File: src/rtl/delay_pkg.sv
// rtl/delay_pkg.sv - shared state encoding and width helper for the delay-line calibrator
package delay_pkg;

    typedef enum logic [2:0] {
        S_IDLE,
        S_CLEAR,
        S_FLIGHT,
        S_SYNC,
        S_ENCODE,
        S_DONE
    } state_t;

    // Bits needed to hold a leading-ones count of 0..taps inclusive
    function automatic int therm_count(input int taps);
        return $clog2(taps + 1);
    endfunction

endpackage

File: src/rtl/therm_enc.sv
// rtl/therm_enc.sv - thermometer code to leading-ones count with ovf/bubble flags
import delay_pkg::*;

module therm_enc #(
    parameter int TAPS = 32,
    parameter int CW   = therm_count(TAPS)
) (
    input  logic [TAPS-1:0] i_therm,
    output logic [CW-1:0]   o_count,
    output logic            o_ovf,
    output logic            o_bubble
);

    logic [CW-1:0] w_cnt;
    logic          w_hole;
    logic          w_bub;

    // Count 1s from bit 0 up to the first 0; any 1 past that hole is a bubble
    always_comb begin
        w_cnt  = '0;
        w_hole = 1'b0;
        w_bub  = 1'b0;
        for (int i = 0; i < TAPS; i++) begin
            if (i_therm[i]) begin
                if (w_hole) begin
                    w_bub = 1'b1;
                end else begin
                    w_cnt = w_cnt + CW'(1);
                end
            end else begin
                w_hole = 1'b1;
            end
        end
    end

    assign o_count  = w_cnt;
    assign o_ovf    = &i_therm;
    assign o_bubble = w_bub;

endmodule

File: src/rtl/delay_calib.sv
// rtl/delay_calib.sv - launches edges into a delay chain, captures taps and averages the count
import delay_pkg::*;

module delay_calib #(
    parameter  int TAPS     = 32,
    parameter  int AVG_LOG2 = 3,
    localparam int CW       = therm_count(TAPS)
) (
    input  logic            clk,
    input  logic            rst,
    input  logic            start,
    input  logic [TAPS-1:0] taps,
    output logic            chain_i,
    output logic            chain_rst,
    output logic            busy,
    output logic            done,
    output logic [CW-1:0]   avg,
    output logic            ovf,
    output logic            bubble
);

    localparam int ACCW = CW + AVG_LOG2;
    localparam logic [AVG_LOG2-1:0] LAST_SAMPLE = AVG_LOG2'((1 << AVG_LOG2) - 1);

    state_t              r_state;
    logic [TAPS-1:0]     r_tap_q;
    logic [TAPS-1:0]     r_tap_qq;
    logic [ACCW-1:0]     r_acc;
    logic [AVG_LOG2-1:0] r_cnt;
    logic                r_run_ovf;
    logic                r_run_bub;
    logic                r_chain_i;
    logic                r_chain_rst;
    logic                r_busy;
    logic                r_done;
    logic [CW-1:0]       r_avg;
    logic                r_ovf;
    logic                r_bubble;

    logic [CW-1:0]       w_count;
    logic                w_ovf;
    logic                w_bub;
    logic [ACCW-1:0]     w_acc_next;

    // Only the second capture stage feeds the encoder; tap_q may be metastable
    therm_enc #(.TAPS(TAPS), .CW(CW)) u_enc (
        .i_therm  (r_tap_qq),
        .o_count  (w_count),
        .o_ovf    (w_ovf),
        .o_bubble (w_bub)
    );

    assign w_acc_next = r_acc + ACCW'(w_count);

    // Calibration FSM; outputs are set on the edge entering each state so they never glitch
    always_ff @(posedge clk) begin
        if (rst) begin
            r_state     <= S_IDLE;
            r_tap_q     <= '0;
            r_tap_qq    <= '0;
            r_acc       <= '0;
            r_cnt       <= '0;
            r_run_ovf   <= 1'b0;
            r_run_bub   <= 1'b0;
            r_chain_i   <= 1'b0;
            r_chain_rst <= 1'b1;
            r_busy      <= 1'b0;
            r_done      <= 1'b0;
            r_avg       <= '0;
            r_ovf       <= 1'b0;
            r_bubble    <= 1'b0;
        end else begin
            r_done <= 1'b0;
            case (r_state)
                S_IDLE: begin
                    r_acc     <= '0;
                    r_cnt     <= '0;
                    r_run_ovf <= 1'b0;
                    r_run_bub <= 1'b0;
                    if (start) begin
                        r_state <= S_CLEAR;
                        r_busy  <= 1'b1;
                    end
                end
                S_CLEAR: begin
                    r_state     <= S_FLIGHT;
                    r_chain_rst <= 1'b0;
                    r_chain_i   <= 1'b1;
                end
                S_FLIGHT: begin
                    r_state     <= S_SYNC;
                    r_tap_q     <= taps;
                    r_chain_rst <= 1'b1;
                    r_chain_i   <= 1'b0;
                end
                S_SYNC: begin
                    r_state  <= S_ENCODE;
                    r_tap_qq <= r_tap_q;
                end
                S_ENCODE: begin
                    r_acc     <= w_acc_next;
                    r_run_ovf <= r_run_ovf | w_ovf;
                    r_run_bub <= r_run_bub | w_bub;
                    if (r_cnt == LAST_SAMPLE) begin
                        // Results published together with done on entry to DONE
                        r_state  <= S_DONE;
                        r_done   <= 1'b1;
                        r_avg    <= w_acc_next[ACCW-1:AVG_LOG2];
                        r_ovf    <= r_run_ovf | w_ovf;
                        r_bubble <= r_run_bub | w_bub;
                    end else begin
                        r_cnt   <= r_cnt + AVG_LOG2'(1);
                        r_state <= S_CLEAR;
                    end
                end
                S_DONE: begin
                    r_state <= S_IDLE;
                    r_busy  <= 1'b0;
                end
                default: begin
                    r_state <= S_IDLE;
                    r_busy  <= 1'b0;
                end
            endcase
        end
    end

    assign chain_i   = r_chain_i;
    assign chain_rst = r_chain_rst;
    assign busy      = r_busy;
    assign done      = r_done;
    assign avg       = r_avg;
    assign ovf       = r_ovf;
    assign bubble    = r_bubble;

endmodule
File: config.mk
export PLATFORM = sky130hd
export DESIGN_NAME = delay_calib
export DESIGN_NICKNAME = d
export VERILOG_FILES = /design/src/rtl/delay_pkg.sv /design/src/rtl/therm_enc.sv /design/src/rtl/delay_calib.sv
export SDC_FILE = /design/constraint.sdc
export NUM_CORES = 1
export LEC_CHECK = 0
export ABC_AREA = 1
export CORE_ASPECT_RATIO = 2
export CORE_MARGIN = 4
export CORE_UTILIZATION = 33
export DETAILED_ROUTE_END_ITERATION = 12
export DONT_BUFFER_PORTS = 1
export PLACE_DENSITY = 0.45
export SYNTH_ARGS = -nofsm -noshare
export SYNTH_HDL_FRONTEND = slang
export SYNTH_SLANG_ARGS = --single-unit
File: constraint.sdc
create_clock -name clk -period 35.8 [get_ports clk]
set_input_delay 3.58 -clock clk [delete_from_list [all_inputs] [get_ports clk]]
set_output_delay 3.58 -clock clk [all_outputs]
set_load 0.01 [all_outputs]
==> metrics.cfg <==
[status]
status=completed

[critical_path]
crit_fanout=5
slowest_stage=fa_1
required_ns=36.08
worstSetupStartpointType=flip-flop
arrival_ns=16.15
cpPeakStageDelay_ns=0.47
cp-end-kind=flip-flop
critPathMostFrequentCell=nand2_1
critical_path_class=reg2reg

[timing]
min_period_over_period_pct=44.33
fin_tns_setup_ns=0
worst_slew_pin_slew_ns=1.074
setup_ws_ns=19.93
slew_headroom_pct=28.35
hold_viol=0
fin_crit_ns=15.87
fin_skew_ns=0.009778
drv_slew=0
finalSetupViolations=0
timing.fmax_ghz=0.06302
rsz0062_at_grt=false

[placed_design]
port_buffers=0
placed_area_um2=9310
gp_congestion=0.8535
hpwl_um=21220
placed_cells=1867
dp_slack_ns=19.95

[floorplan]
floorplan.core_area_um2=26800
die_area_um2=29980
die_h_um=240.9
start_util_pct=33.39
die_x_um=124.5
row_count=85
ios=47

[global_routing]
antenna_found_initial=0
grt_overflow=0
grt_pass1_vias=8896
grt_first_pass_wirelength_um=42180
grtUsageTotal_pct=16.91
grt_max_degree=75

[synthesis]
synthSimpleGateAreaFrac_pct=46.13
ys_types=47
postSynthNetCount=1615
syn_area_per_cell_um2=5.808
syn_inst=1541
synth_flop_cell=dfxtp_1
synth_xor_area_share_pct=1.370
yosys-top-cells-area=dfxtp_1 (21%), nand2_1 (16%), inv_1 (10%)
yosysTopAreaCellShare_pct=20.80
ys_seq_area_share_pct=20.80
yosysWarnings=0
synth_top_family_by_area=simple AND/OR/NAND/NOR gates
yosys.area.top_type=dfxtp_1
synth_area_um2=8950
muxShareOfSynthArea_pct=0
synthAdderAreaFrac_pct=5.536
synth-compound-area-share_pct=13.17
synth_seq_cells=93
async_reset_ff_share_pct=0
synth-edff-count=0

[clock_tree]
cts_root_buffer=clkbuf_16
clk_latency_ns=0.34
cts_setup_buffers=0
cts_tree=built
clockBufferDepth=2
cts_sinks=93
cts_resized=0
htree_levels=3
numCtsBuffers=9
cts.clk_slew.worst_paths_ns=0.07
ctsHoldBuffers=0

[cells_and_area]
layout-drive-gt1-share_pct=9.707
diodes=0
nNetsFinal=1604
n_fill_cell=3061
final_core_util_pct=36.03
syn2layout_area_growth_pct=7.899
fin_area_um2=9657
layout.cells.non_filler=1883

[pwr]
p_seq_share_pct=34.8
irDropWorstVdd_uv=26.26
switching_share_pct=36.96
p_sw_uw=125.8
p_leak_uw=0.004926
clock_power_share_pct=32.4
pwr-share-comb_pct=32.8
p_int_uw=214.6
p_per_area_nw_per_um2=35.25

[run]
max-cap-violations=0

[detailed_routing]
totalWireLength_um=25000
vias=8978
vias_per_cell=4.768
first_pass_iters=4
drt-initial-drc-count=330
antenna_left=0
wl_per_cell_um=13.27
route.detailed.drc=0

[hold_path]
worstHoldPathType=reg2reg

==> critical path: cells and delay by family, from the launching register on <==
kind,cells,cell delay (ns)
AOI/OAI and AO/OA,27,3.97
xor gates and xnor gates,4,0.74
adders and majority gates,18,5.08
buffers and inverters,14,0.85
DFF,1,0.39
and+or+nand+nor,51,4.76
==> Yosys cell counts, drive strengths merged (2+ instances only) <==
library cell / instances
o31ai: 2
nand3: 184
nor2: 209
xor2: 9
clkinv: 2
o22ai: 4
inv: 281
nand2: 422
o21bai: 9
xnor2: 5
nor3: 15
o211ai: 4
a31oi: 4
or2: 7
a21oi: 68
nand3b: 21
o21ai: 113
o221ai: 3
dfxtp: 93
nand4: 14
ha: 38
o2111ai: 2
buf: 4
clkbuf: 20
==> area by class of cell <==
type                       count  area, um2  area share, %
multi-input combinational   1141       5926          61.36
sequential                    93       1862          19.28
inverter                     283       1072          11.10
tap                          348      435.4          4.509
clock buffer                   9      225.2          2.332
clock inverter                 7      121.4          1.257
timing repair buffer           2      15.01         0.1555
==> cell usage in the layout, fill, tap and decap left out, types with 13 or more instances in the layout <==
cell and instances:
inv_2 28, o21ai_0 105, inv_1 249, a21oi_1 68, nor2_1 180, nand3_1 163, nand3b_1 20, ha_1 38
nand2_2 32, nand2_1 386, nor2_2 13, nand4_1 13, nand3_2 20, nor3_1 14, dfxtp_1 93
==> sequential cells by signal (all words and copies together), names as in the netlist, 3 cells and up <==
| name | flops |
|---|---|
| avg | 6 |
| r_acc | 9 |
| r_cnt | 3 |
| r_state | 3 |
| r_tap_q | 32 |
| r_tap_qq | 32 |
==> power groups by stage <==
stage | clock network [uW] | logic (uW) | registers [uW]
after floorplan | 0 | 86.3 | 119
after global placement | 0 | 113 | 121
after detailed placement | 0 | 113 | 121
after CTS | 113 | 114 | 119
after global routing | 117 | 131 | 120
final | 110 | 112 | 118
==> stage by stage <==
| step | hold WS [ns] | power, uW |
|---|---|---|
| floorplan | 0.4289 | 205.1 |
| global route | 0.4908 | 367.8 |
| detailed placement | 0.4541 | 234.1 |
| CTS | 0.4643 | 345.7 |
| finish | 0.4615 | 340.4 |
| global placement | 0.4491 | 233.3 |
==> per-layer routing <==
metal | routed length (um) | track usage (%) | vias up
met5 | 0 | 0 | -
met4 | 586 | 4.722 | 0
met3 | 349 | 1.573 | 39
met2 | 14790 | 36.61 | 75
met1 | 9272 | 16.44 | 3998
li1 | - | - | 4866
==> kinds of logic (layout without fill, tap and decap cells) <==
family	after synthesis	after routing
AO/OA/AOI/OAI	215	215
flip-flops	93	93
buffers and inverters	307	301
AND/OR/NAND/NOR	873	873
adder cells (fa/ha/maj)	39	39
XOR/XNOR	14	14
==> worst paths after layout <==
check	startpoint	end	slack [ns]	cells after the start
setup / recovery	r_tap_qq[1]	r_acc[8]	19.93	114
hold / removal	r_cnt[2]	r_cnt[2]	0.46	2
setup reg to reg	r_tap_qq[1]	r_acc[8]	19.93	114
hold reg to reg	r_cnt[2]	r_cnt[2]	0.46	2
Power figures use the tool's default switching activity.
